$ cat config.mk
export PLATFORM = sky130hd
export DESIGN_NAME = seg7_scan_ctrl
export DESIGN_NICKNAME = d
export VERILOG_FILES = /design/src/rtl/seg7_pkg.sv /design/src/rtl/seg7_hex_decode.sv /design/src/rtl/seg7_scan_ctrl.sv
export SDC_FILE = /design/constraint.sdc
export NUM_CORES = 1
export LEC_CHECK = 0
export ABC_AREA = 1
export BUFFER_PORTS_ARGS = -buffer_cell sky130_fd_sc_hd__buf_2
export CAP_MARGIN = 40
export CORE_UTILIZATION = 50
export DETAILED_ROUTE_END_ITERATION = 12
export PLACE_DENSITY_LB_ADDON = 0.05
export REMOVE_ABC_BUFFERS = 1
export SLEW_MARGIN = 10
export SYNTH_ARGS = -nofsm -noshare
export SYNTH_HDL_FRONTEND = slang
export SYNTH_SLANG_ARGS = --single-unit
$ cat constraint.sdc
create_clock -name clk -period 4.53 [get_ports clk]
set_input_delay 0.453 -clock clk [delete_from_list [all_inputs] [get_ports clk]]
set_output_delay 0.453 -clock clk [all_outputs]
set_load 0.005 [all_outputs]
$ cat src/rtl/seg7_pkg.sv
// Shared types and constants for the seven-segment scan controller.
package seg7_pkg;

  typedef enum logic {
    ST_BLANK = 1'b0,
    ST_DRIVE = 1'b1
  } scan_state_e;

  // Segment patterns {g,f,e,d,c,b,a}, active-high, indexed by hex digit.
  localparam logic [6:0] HEX_SEG_TABLE [16] = '{
    7'h3F, 7'h06, 7'h5B, 7'h4F, 7'h66, 7'h6D, 7'h7D, 7'h07,
    7'h7F, 7'h6F, 7'h77, 7'h7C, 7'h39, 7'h5E, 7'h79, 7'h71
  };

  // Width needed for a counter that runs up to max(a,b)-1.
  function automatic int cnt_width(input int a, input int b);
    int m;
    m = (a > b) ? a : b;
    return (m < 2) ? 1 : $clog2(m);
  endfunction

endpackage

$ cat src/rtl/seg7_hex_decode.sv
// Combinational hex-to-seven-segment decoder.
module seg7_hex_decode
  import seg7_pkg::*;
(
  input  logic [3:0] hex,
  output logic [6:0] seg
);

  // Table lookup of the segment pattern.
  always_comb begin
    seg = HEX_SEG_TABLE[hex];
  end

endmodule

$ cat src/rtl/seg7_scan_ctrl.sv
// Multiplexed seven-segment scan controller.
// Scans NUM_DIGITS digits, each driven for SCAN_DIV cycles with BLANK_CYCLES
// of dead time between digits. Define SEG7_BRIGHTNESS_EN to add a 3-bit
// brightness input that trims the active portion of each DRIVE period.
//
// state    | meaning
// ST_BLANK | dead time, outputs zero, cnt counts BLANK_CYCLES
// ST_DRIVE | digit idx lit, cnt counts SCAN_DIV
module seg7_scan_ctrl
  import seg7_pkg::*;
#(
  parameter int NUM_DIGITS   = 4,
  parameter int SCAN_DIV     = 1000,
  parameter int BLANK_CYCLES = 2
) (
  input  logic                          clk,
  input  logic                          rst_n,
  input  logic                          ena,
`ifdef SEG7_BRIGHTNESS_EN
  input  logic [2:0]                    brightness,
`endif
  input  logic                          wr_valid,
  output logic                          wr_ready,
  input  logic [$clog2(NUM_DIGITS)-1:0] wr_addr,
  input  logic [3:0]                    wr_data,
  output logic [6:0]                    seg,
  output logic [NUM_DIGITS-1:0]         digit_sel
);

  localparam int IW = $clog2(NUM_DIGITS);
  localparam int CW = cnt_width(SCAN_DIV, BLANK_CYCLES);
  localparam logic [CW-1:0] BLANK_LAST = CW'(BLANK_CYCLES - 1);
  localparam logic [CW-1:0] DRIVE_LAST = CW'(SCAN_DIV - 1);
  localparam logic [IW-1:0] IDX_LAST   = IW'(NUM_DIGITS - 1);

  scan_state_e           state_q, state_nxt;
  logic [CW-1:0]         cnt_q, cnt_nxt;
  logic [IW-1:0]         idx_q, idx_nxt;
  logic [3:0]            val_q [NUM_DIGITS];
  logic                  wr_fire;
  logic [3:0]            drive_val;
  logic [6:0]            dec_seg;
  logic                  bright_on;
  logic [6:0]            seg_nxt;
  logic [NUM_DIGITS-1:0] sel_nxt;

  // The digit currently lit cannot be rewritten until its DRIVE ends.
  assign wr_ready = !(ena && (state_q == ST_DRIVE) && (wr_addr == idx_q));
  assign wr_fire  = wr_valid && wr_ready;

  // State, counter and digit index registers.
  always_ff @(posedge clk or negedge rst_n) begin
    if (!rst_n) begin
      state_q <= ST_BLANK;
      cnt_q   <= '0;
      idx_q   <= '0;
    end else begin
      state_q <= state_nxt;
      cnt_q   <= cnt_nxt;
      idx_q   <= idx_nxt;
    end
  end

  // Next-state logic; everything holds while ena is low.
  always_comb begin
    state_nxt = state_q;
    cnt_nxt   = cnt_q;
    idx_nxt   = idx_q;
    if (ena) begin
      case (state_q)
        ST_BLANK: begin
          if (cnt_q == BLANK_LAST) begin
            state_nxt = ST_DRIVE;
            cnt_nxt   = '0;
          end else begin
            cnt_nxt = cnt_q + CW'(1);
          end
        end
        ST_DRIVE: begin
          if (cnt_q == DRIVE_LAST) begin
            state_nxt = ST_BLANK;
            cnt_nxt   = '0;
            idx_nxt   = (idx_q == IDX_LAST) ? '0 : idx_q + IW'(1);
          end else begin
            cnt_nxt = cnt_q + CW'(1);
          end
        end
        default: begin
          state_nxt = ST_BLANK;
          cnt_nxt   = '0;
        end
      endcase
    end
  end

  // Digit value registers.
  always_ff @(posedge clk or negedge rst_n) begin
    if (!rst_n) begin
      for (int i = 0; i < NUM_DIGITS; i++) begin
        val_q[i] <= '0;
      end
    end else if (wr_fire && (32'(wr_addr) < NUM_DIGITS)) begin
      val_q[wr_addr] <= wr_data;
    end
  end

  // Forward a same-edge write so the first DRIVE cycle already shows it.
  assign drive_val = (wr_fire && (wr_addr == idx_nxt)) ? wr_data : val_q[idx_nxt];

  seg7_hex_decode u_hex_decode (
    .hex (drive_val),
    .seg (dec_seg)
  );

`ifdef SEG7_BRIGHTNESS_EN
  assign bright_on = (32'(cnt_nxt) * 32'd8) <
                     ((32'(brightness) + 32'd1) * 32'(SCAN_DIV));
`else
  assign bright_on = 1'b1;
`endif

  // Output values for the upcoming cycle, so registered outputs align with state.
  always_comb begin
    seg_nxt = '0;
    sel_nxt = '0;
    if (ena && (state_nxt == ST_DRIVE) && bright_on) begin
      seg_nxt = dec_seg;
      sel_nxt = {{(NUM_DIGITS-1){1'b0}}, 1'b1} << idx_nxt;
    end
  end

  // Output registers.
  always_ff @(posedge clk or negedge rst_n) begin
    if (!rst_n) begin
      seg       <= '0;
      digit_sel <= '0;
    end else begin
      seg       <= seg_nxt;
      digit_sel <= sel_nxt;
    end
  end

endmodule

==> results by group, run 1 <==
Status
  • Status: finished with violations
  • Failing checks: DRC

Critical path
  • WP data required: 4.76 ns
  • Reg2reg start: cnt_q[0]
  • Worst Reg-to-Reg Cells: 17
  • CP max stage delay: 0.44 ns
  • Worst R2R End: seg[3]
  • Critical Path Sink Type: flop
  • R2R setup slack: 1.79 ns
  • Critical path cell sequence: ha_1 > nand2_2 > nor2_4 > nand4_2 > nand2_2 > nand2_2 > nand2_4 > nand3_2 > nand2_1 > nand2_2 > inv_1 > ha_1 > inv_1 > a21oi_1 > nand2_1 > nand2_1 > nor2_1
  • Critical Path AT: 2.96 ns
  • CP max FO: 12
  • Crit path launch type: flop
  • Worst setup path startpoint: cnt_q[0]
  • Most frequent cell on the critical path: nand2_2
  • WS Path Type: flop to flop
  • Slowest cell on the critical path: dfrtp_1
  • Setup crit end: seg[3]

Clock tree
  • Post-cts resize count: 0
  • Clock sinks: 40
  • Setup bufs post-CTS: 0
  • Clk slew on worst S/H paths: 0.08 ns
  • Clock root buffer: clkbuf_8
  • Skew-Pair Late Insertion Delay: 0.29 ns
  • H-tree Lvls: 2
  • CTS tree: built
  • CTS Buf Count: 5
  • Hold buffer count at CTS: 0
  • Deepest clock path buffer count: 2

Die
  • Vert. Die Dim: 71.39 um
  • FP Rows: 24
  • I/O Pins: 22
  • Die area: 5096 um2
  • Die X: 71.39 um
  • Starting Density: 0.5344
  • Core ar.: 4504 um2

Global route
  • Gr usage total: 0.2302
  • Vias in the first global route: 1916
  • Antenna violations before repair: 0
  • First-pass GRT wire length: 9.080 mm
  • Largest net degree at the start of global routing: 22
  • Total grt overflow: 0

Final layout
  • P&R area growth vs syn: 11.49%
  • Core Util, Final: 0.5958
  • Diode count: 0
  • Final net count: 357
  • Layout cell share with drive strength beyond 1: 0.1988

Timing
  • Period minus WS final: 2.738 ns
  • # setup viols final: 0
  • Clock Skew: 0.007883 ns
  • Slew headroom: 0.6160
  • RSZ-0062 raised after global routing: false
  • Worst slew pin tran: 0.5759 ns
  • Final Max Tran Viols: 0
  • Tcrit/Tclk final: 0.6045
  • FMAX: 365.2 MHz
  • Setup_tns: 0 ns
  • Final hold vios: 0

Logic synthesis
  • Post-synth EDFFs: 0
  • Synthesized area: 2407 um2
  • Yosys warning count: 0
  • #FFs+latches synth: 40
  • Mapped Cells: 316
  • Unique masters post-synth: 31
  • Post-synthesis sequential area ratio: 0.4158
  • Ys flop type: dfrtp_1
  • Fraction of registers with async set/reset: 1.000
  • Mean Syn Cell Area: 7.618 um2

Pwr
  • Leakage: 1.345 nW
  • Cell area power density: 427.2 nW/um2
  • Worst IR drop on VDD: 188.7 uV

Detailed routing
  • Post-DRT Antenna Nets: 0
  • Via density: 5.195
  • 1st-iter DRT viols: 141
  • DRT Pass-1 Iters: 9
  • Routed WL: 5.294 mm
  • # DRC: 3
  • Drt wl/cell: 13.44 um
  • Via count: 2047

Place
  • Dpl hpwl: 4.005 mm
  • IO Port Bufs: 21
  • Gpl congestion: 0.9069

Hold path
  • Hold Crit Class: input pin to async pin

Run
  • MaxCap Viol Count: 0
[per-layer routing]
layer  up-vias  wire length, um  global-route usage  part of all wire
li1       1068                -                   -                 -
met1       936             2563              0.3059              0.48
met2        41             2520              0.3831              0.48
met3         2              184             0.04501             0.035
met4         0               25             0.06667            0.0047
met5         -                0                   0                 0
[kinds of logic (layout without fill, tap and decap cells)]
logic type | count (synthesis) | after routing | share of synthesized area
AO/OA/AOI/OAI | 33 | 33 | 0.07588
adder cells (fa/ha/maj) | 6 | 6 | 0.03118
AND/OR/NAND/NOR | 193 | 193 | 0.3924
XOR/XNOR | 5 | 5 | 0.01819
buffers and inverters | 39 | 65 | 0.06653
flip-flops | 40 | 40 | 0.4158
[cell usage after synthesis, types with 3 or more instances]
cell	count	area, um2
nand2_1	85	319.1
inv_2	3	11.26
nand2_2	17	106.4
nor2_4	4	45.04
inv_1	31	116.4
ha_1	6	75.07
nand3_1	30	150.1
nor4_1	3	18.77
nand3_2	3	30.03
nand2_4	4	45.04
nor3_1	8	40.04
nor2_1	25	93.84
o21ai_0	19	95.09
nor2_2	4	25.02
xor2_1	4	35.03
nand4_1	5	31.28
a21oi_1	9	45.04
dfrtp_1	40	1001
[where the power goes]
group / internal (W) / switching [W] / leakage, nW / total, W
Clock: 0.000164 / 0.000124 / 0.0552 / 0.000288
Combinational: 0.000131 / 0.000213 / 0.777 / 0.000344
Sequential: 0.000433 / 0.0000823 / 0.513 / 0.000516
Total: 0.000727 / 0.000419 / 1.35 / 0.00115
[worst max-delay path: cells and delay by family, from the launching register on]
kind                       cells  cell delay, ns
DFF                            1            0.44
AOI/OAI and AO/OA              1            0.06
buffers and inverters          2            0.21
adders and majority gates      2            0.49
and+or+nand+nor               12            1.49
[worst min-delay path by stage]
stage                        start       end  cells past startpoint
after floorplan              rst_n  cnt_q[0]                      0
after global placement    val_q[1]  val_q[1]                      2
after detailed placement     rst_n  cnt_q[7]                      1
after CTS                    rst_n  idx_q[1]                      1
after global routing         rst_n  cnt_q[9]                      1
final                        rst_n  cnt_q[7]                      1
[area by class of cell]
type	instances	area, um2
tap	52	65.06
clock inverter	2	35.03
inverter	35	131.4
sequential	40	1001
timing repair buffer	22	132.6
fill	426	1821
clock buffer	6	72.57
multi-input combinational	237	1246
[flip-flops by register name, summed over array words and instances (netlist names)]
name       count
idx_q          2
digit_sel      4
state_q        1
val_q         16
cnt_q         10
seg            7
[stage by stage]
step                setup slack [ns]  hold WS (ns)  instances  cell area (um2)   power, W
floorplan                      2.141        0.1574        312             2379  0.0007586
global placement               1.873        0.4647        385             2549  0.0008566
detailed placement             1.818        0.4503        386             2576  0.0008630
CTS                            1.805        0.1299        394             2684   0.001153
global route                   1.514        0.1699        394             2684   0.001231
finish                         1.792        0.1310        394             2684   0.001147
[cell usage in the layout (no fill, tap or decap), drive strengths merged]
cell and instances:
nor2 33, nor3b 2, xnor2 1, dfrtp 40, nor4 3, o21ai 21, nand2 106, clkinv 2
xor2 4, o2111ai 1, and2 1, nor3 8, nand4 6, ha 6, or2 1, clkbuf 6
bufinv 1, o41ai 1, a21oi 10, nand3 33, buf 22, inv 34
Power figures use the tool's default switching activity.
==> run 2: changes to the inputs <==
- clock period: 4.53 -> 2.24 ns (I/O delays scaled with it)
==> run 2 against run 1 <==
  * Total power increased by 120%
  * The run ends with DRC, setup timing left
  * Largest power group is now combinational logic
  * Final cell count up 11%
  * Sequential share of layout area down 5.7 points
  * Highest routed layer unchanged
  * Utilization up 11 points
  * Combinational power rose to 3.2 times the previous value
  * Design area is 18% higher
  * Count of clock-buffer cells in the layout is 1 lower
==> results by group, run 2 (synthesized netlist as in run 1, its figures left out) <==
Critical path
  • Crit path launch type: flop
  • CP max FO: 3
  • WP data required: 2.42 ns
  • R2R setup slack: -0.004 ns
  • Worst setup path startpoint: cnt_q[0]
  • Reg2reg start: cnt_q[0]
  • Critical Path AT: 2.42 ns
  • Slowest cell on the critical path: dfrtp_1
  • Critical path cell sequence: ha_4 > nand2_4 > nor2_4 > nand4_1 > nand2_2 > buf_4 > nand3_1 > nand2_1 > nand3_4 > nand2_2 > nand2_2 > inv_2 > ha_1 > nand3_1 > nand2_1 > inv_1 > nand2_1 > nor2_1
  • WS Path Type: flop to flop
  • CP max stage delay: 0.40 ns
  • Critical Path Sink Type: flop

Clock tree
  • Clk slew on worst S/H paths: 0.08 ns
  • CTS Buf Count: 5
  • H-tree Lvls: 2
  • Clock sinks: 40
  • Deepest clock path buffer count: 2
  • Skew-Pair Late Insertion Delay: 0.28 ns
  • Clock root buffer: clkbuf_8
  • CTS tree: built

Timing
  • FMAX: 445.7 MHz
  • Final hold vios: 0
  • Tcrit/Tclk final: 1.002
  • PnR worst setup slack: -0.003846 ns
  • Slew headroom: 0.6718
  • # setup viols final: 1
  • Worst slew pin tran: 0.4923 ns
  • Final Max Tran Viols: 0
  • Fin Hold WS: 0.2995 ns
  • RSZ-0062 raised after global routing: true
  • Period minus WS final: 2.244 ns
  • Clock Skew: 0.005675 ns

Global route
  • Largest net degree at the start of global routing: 22
  • First-pass GRT wire length: 9.936 mm
  • Vias in the first global route: 2289
  • Antenna violations before repair: 0
  • Gr usage total: 0.2478
  • Total grt overflow: 0

Run
  • MaxCap Viol Count: 0

Pwr
  • Cell area power density: 799.8 nW/um2
  • Worst IR drop on VDD: 511.0 uV
  • Total power: 0.002539 W
  • Leakage: 1.563 nW

Detailed routing
  • Routed WL: 5.893 mm
  • 1st-iter DRT viols: 122
  • DRT Pass-1 Iters: 9
  • # DRC: 3
  • Drt wl/cell: 13.49 um
  • Post-DRT Antenna Nets: 0
  • Via density: 5.330
  • Via count: 2329

Final layout
  • Most frequent cells in the layout: nand2_1 (75), buf_4 (42), dfrtp_1 (38)
  • FF+latch area: 1003 um2
  • Diode count: 0
  • Fill cell count: 358
  • Core Util, Final: 0.7047
  • Final net count: 401
  • Biggest register: val_q
  • Largest registers: val_q: 16 flops, cnt_q: 10 flops, seg: 7 flops
  • Area of the multi-input gates: 1421 um2
  • P&R area growth vs syn: 31.86%
  • Most common cell after layout, fill and taps aside: nand2_1
  • Layout cell share with drive strength beyond 1: 0.3688
  • Max reg flops: 16

Die
  • Die X: 71.39 um
  • Vert. Die Dim: 71.39 um
  • I/O Pins: 22
  • Starting Density: 0.5344
  • Die area: 5096 um2
  • FP Rows: 24
  • Core ar.: 4504 um2

Place
  • Gpl congestion: 0.9342
  • Dpl hpwl: 4.377 mm
  • IO Port Bufs: 21

Status
  • Failing checks: DRC, setup timing
  • Status: finished with violations

Hold path
  • Hold Crit Class: input pin to flop
  • Hold path start: wr_data[0]
-- run 2: where the power goes --
| part | switching, W | internal (W) | total [W] | leakage [nW] |
|---|---|---|---|---|
| Clock | 0.000242 | 0.000211 | 0.000453 | 0.0400 |
| Sequential | 0.000120 | 0.000880 | 0.00100 | 0.511 |
| Combinational | 0.000598 | 0.000487 | 0.00109 | 1.01 |
| Total | 0.000960 | 0.00158 | 0.00254 | 1.56 |
-- run 2: area by class of cell --
cell class | instances | share of cell area
flip-flops and latches | 40 | 0.3161
well taps | 52 | 0.02050
clock inverters | 2 | 0.003942
inverters | 35 | 0.04218
multi-input cells | 237 | 0.4478
repair buffers | 66 | 0.1478
clock buffers | 5 | 0.02168
-- run 2: final timing paths --
check | endpoint | cells after the start
max in group asynchronous | cnt_q[5] | 3
setup reg to reg | seg[3] | 18
hold reg to reg | val_q[7] | 2
setup / recovery | seg[3] | 18
hold / removal | val_q[4] | 3
min in group asynchronous | cnt_q[9] | 2
-- run 2: through the flow --
| step | std cells | setup TNS (ns) | instance area (um2) | setup WS, ns |
|---|---|---|---|---|
| after global routing | 437 | -0.8626 | 3174 | -0.1637 |
| after floorplan | 312 | -0.3997 | 2379 | -0.1494 |
| after global placement | 420 | -0.05746 | 2811 | -0.03949 |
| after CTS | 433 | 0 | 3034 | 0.003565 |
| after detailed placement | 421 | -0.2215 | 2839 | -0.1320 |
| final | 437 | -0.003846 | 3174 | -0.003846 |
-- run 2: routing by layer --
| metal | wire [um] | track usage |
|---|---|---|
| met5 | 0 | 0 |
| met4 | 110 | 0.1000 |
| met3 | 280 | 0.03938 |
| met2 | 2954 | 0.4243 |
| met1 | 2548 | 0.3139 |
-- run 2: repair_timing --
item | 4_1_cts | 5_1_grt
gates resized for setup | 18 | 30
setup buffers | 4 | 4
pin swaps | 18 | 21
hold buffers | 1 | 0
endpoints found under the setup margin | 4 | 7
hold endpoints to repair | 19 | 0
-- run 2: critical path: cells and delay by family (launching register included) --
kind                     cells  cell delay [ns]
flip-flops                   1             0.40
AND/OR/NAND/NOR             13             1.12
adder cells (fa/ha/maj)      2             0.40
buffers and inverters        3             0.23
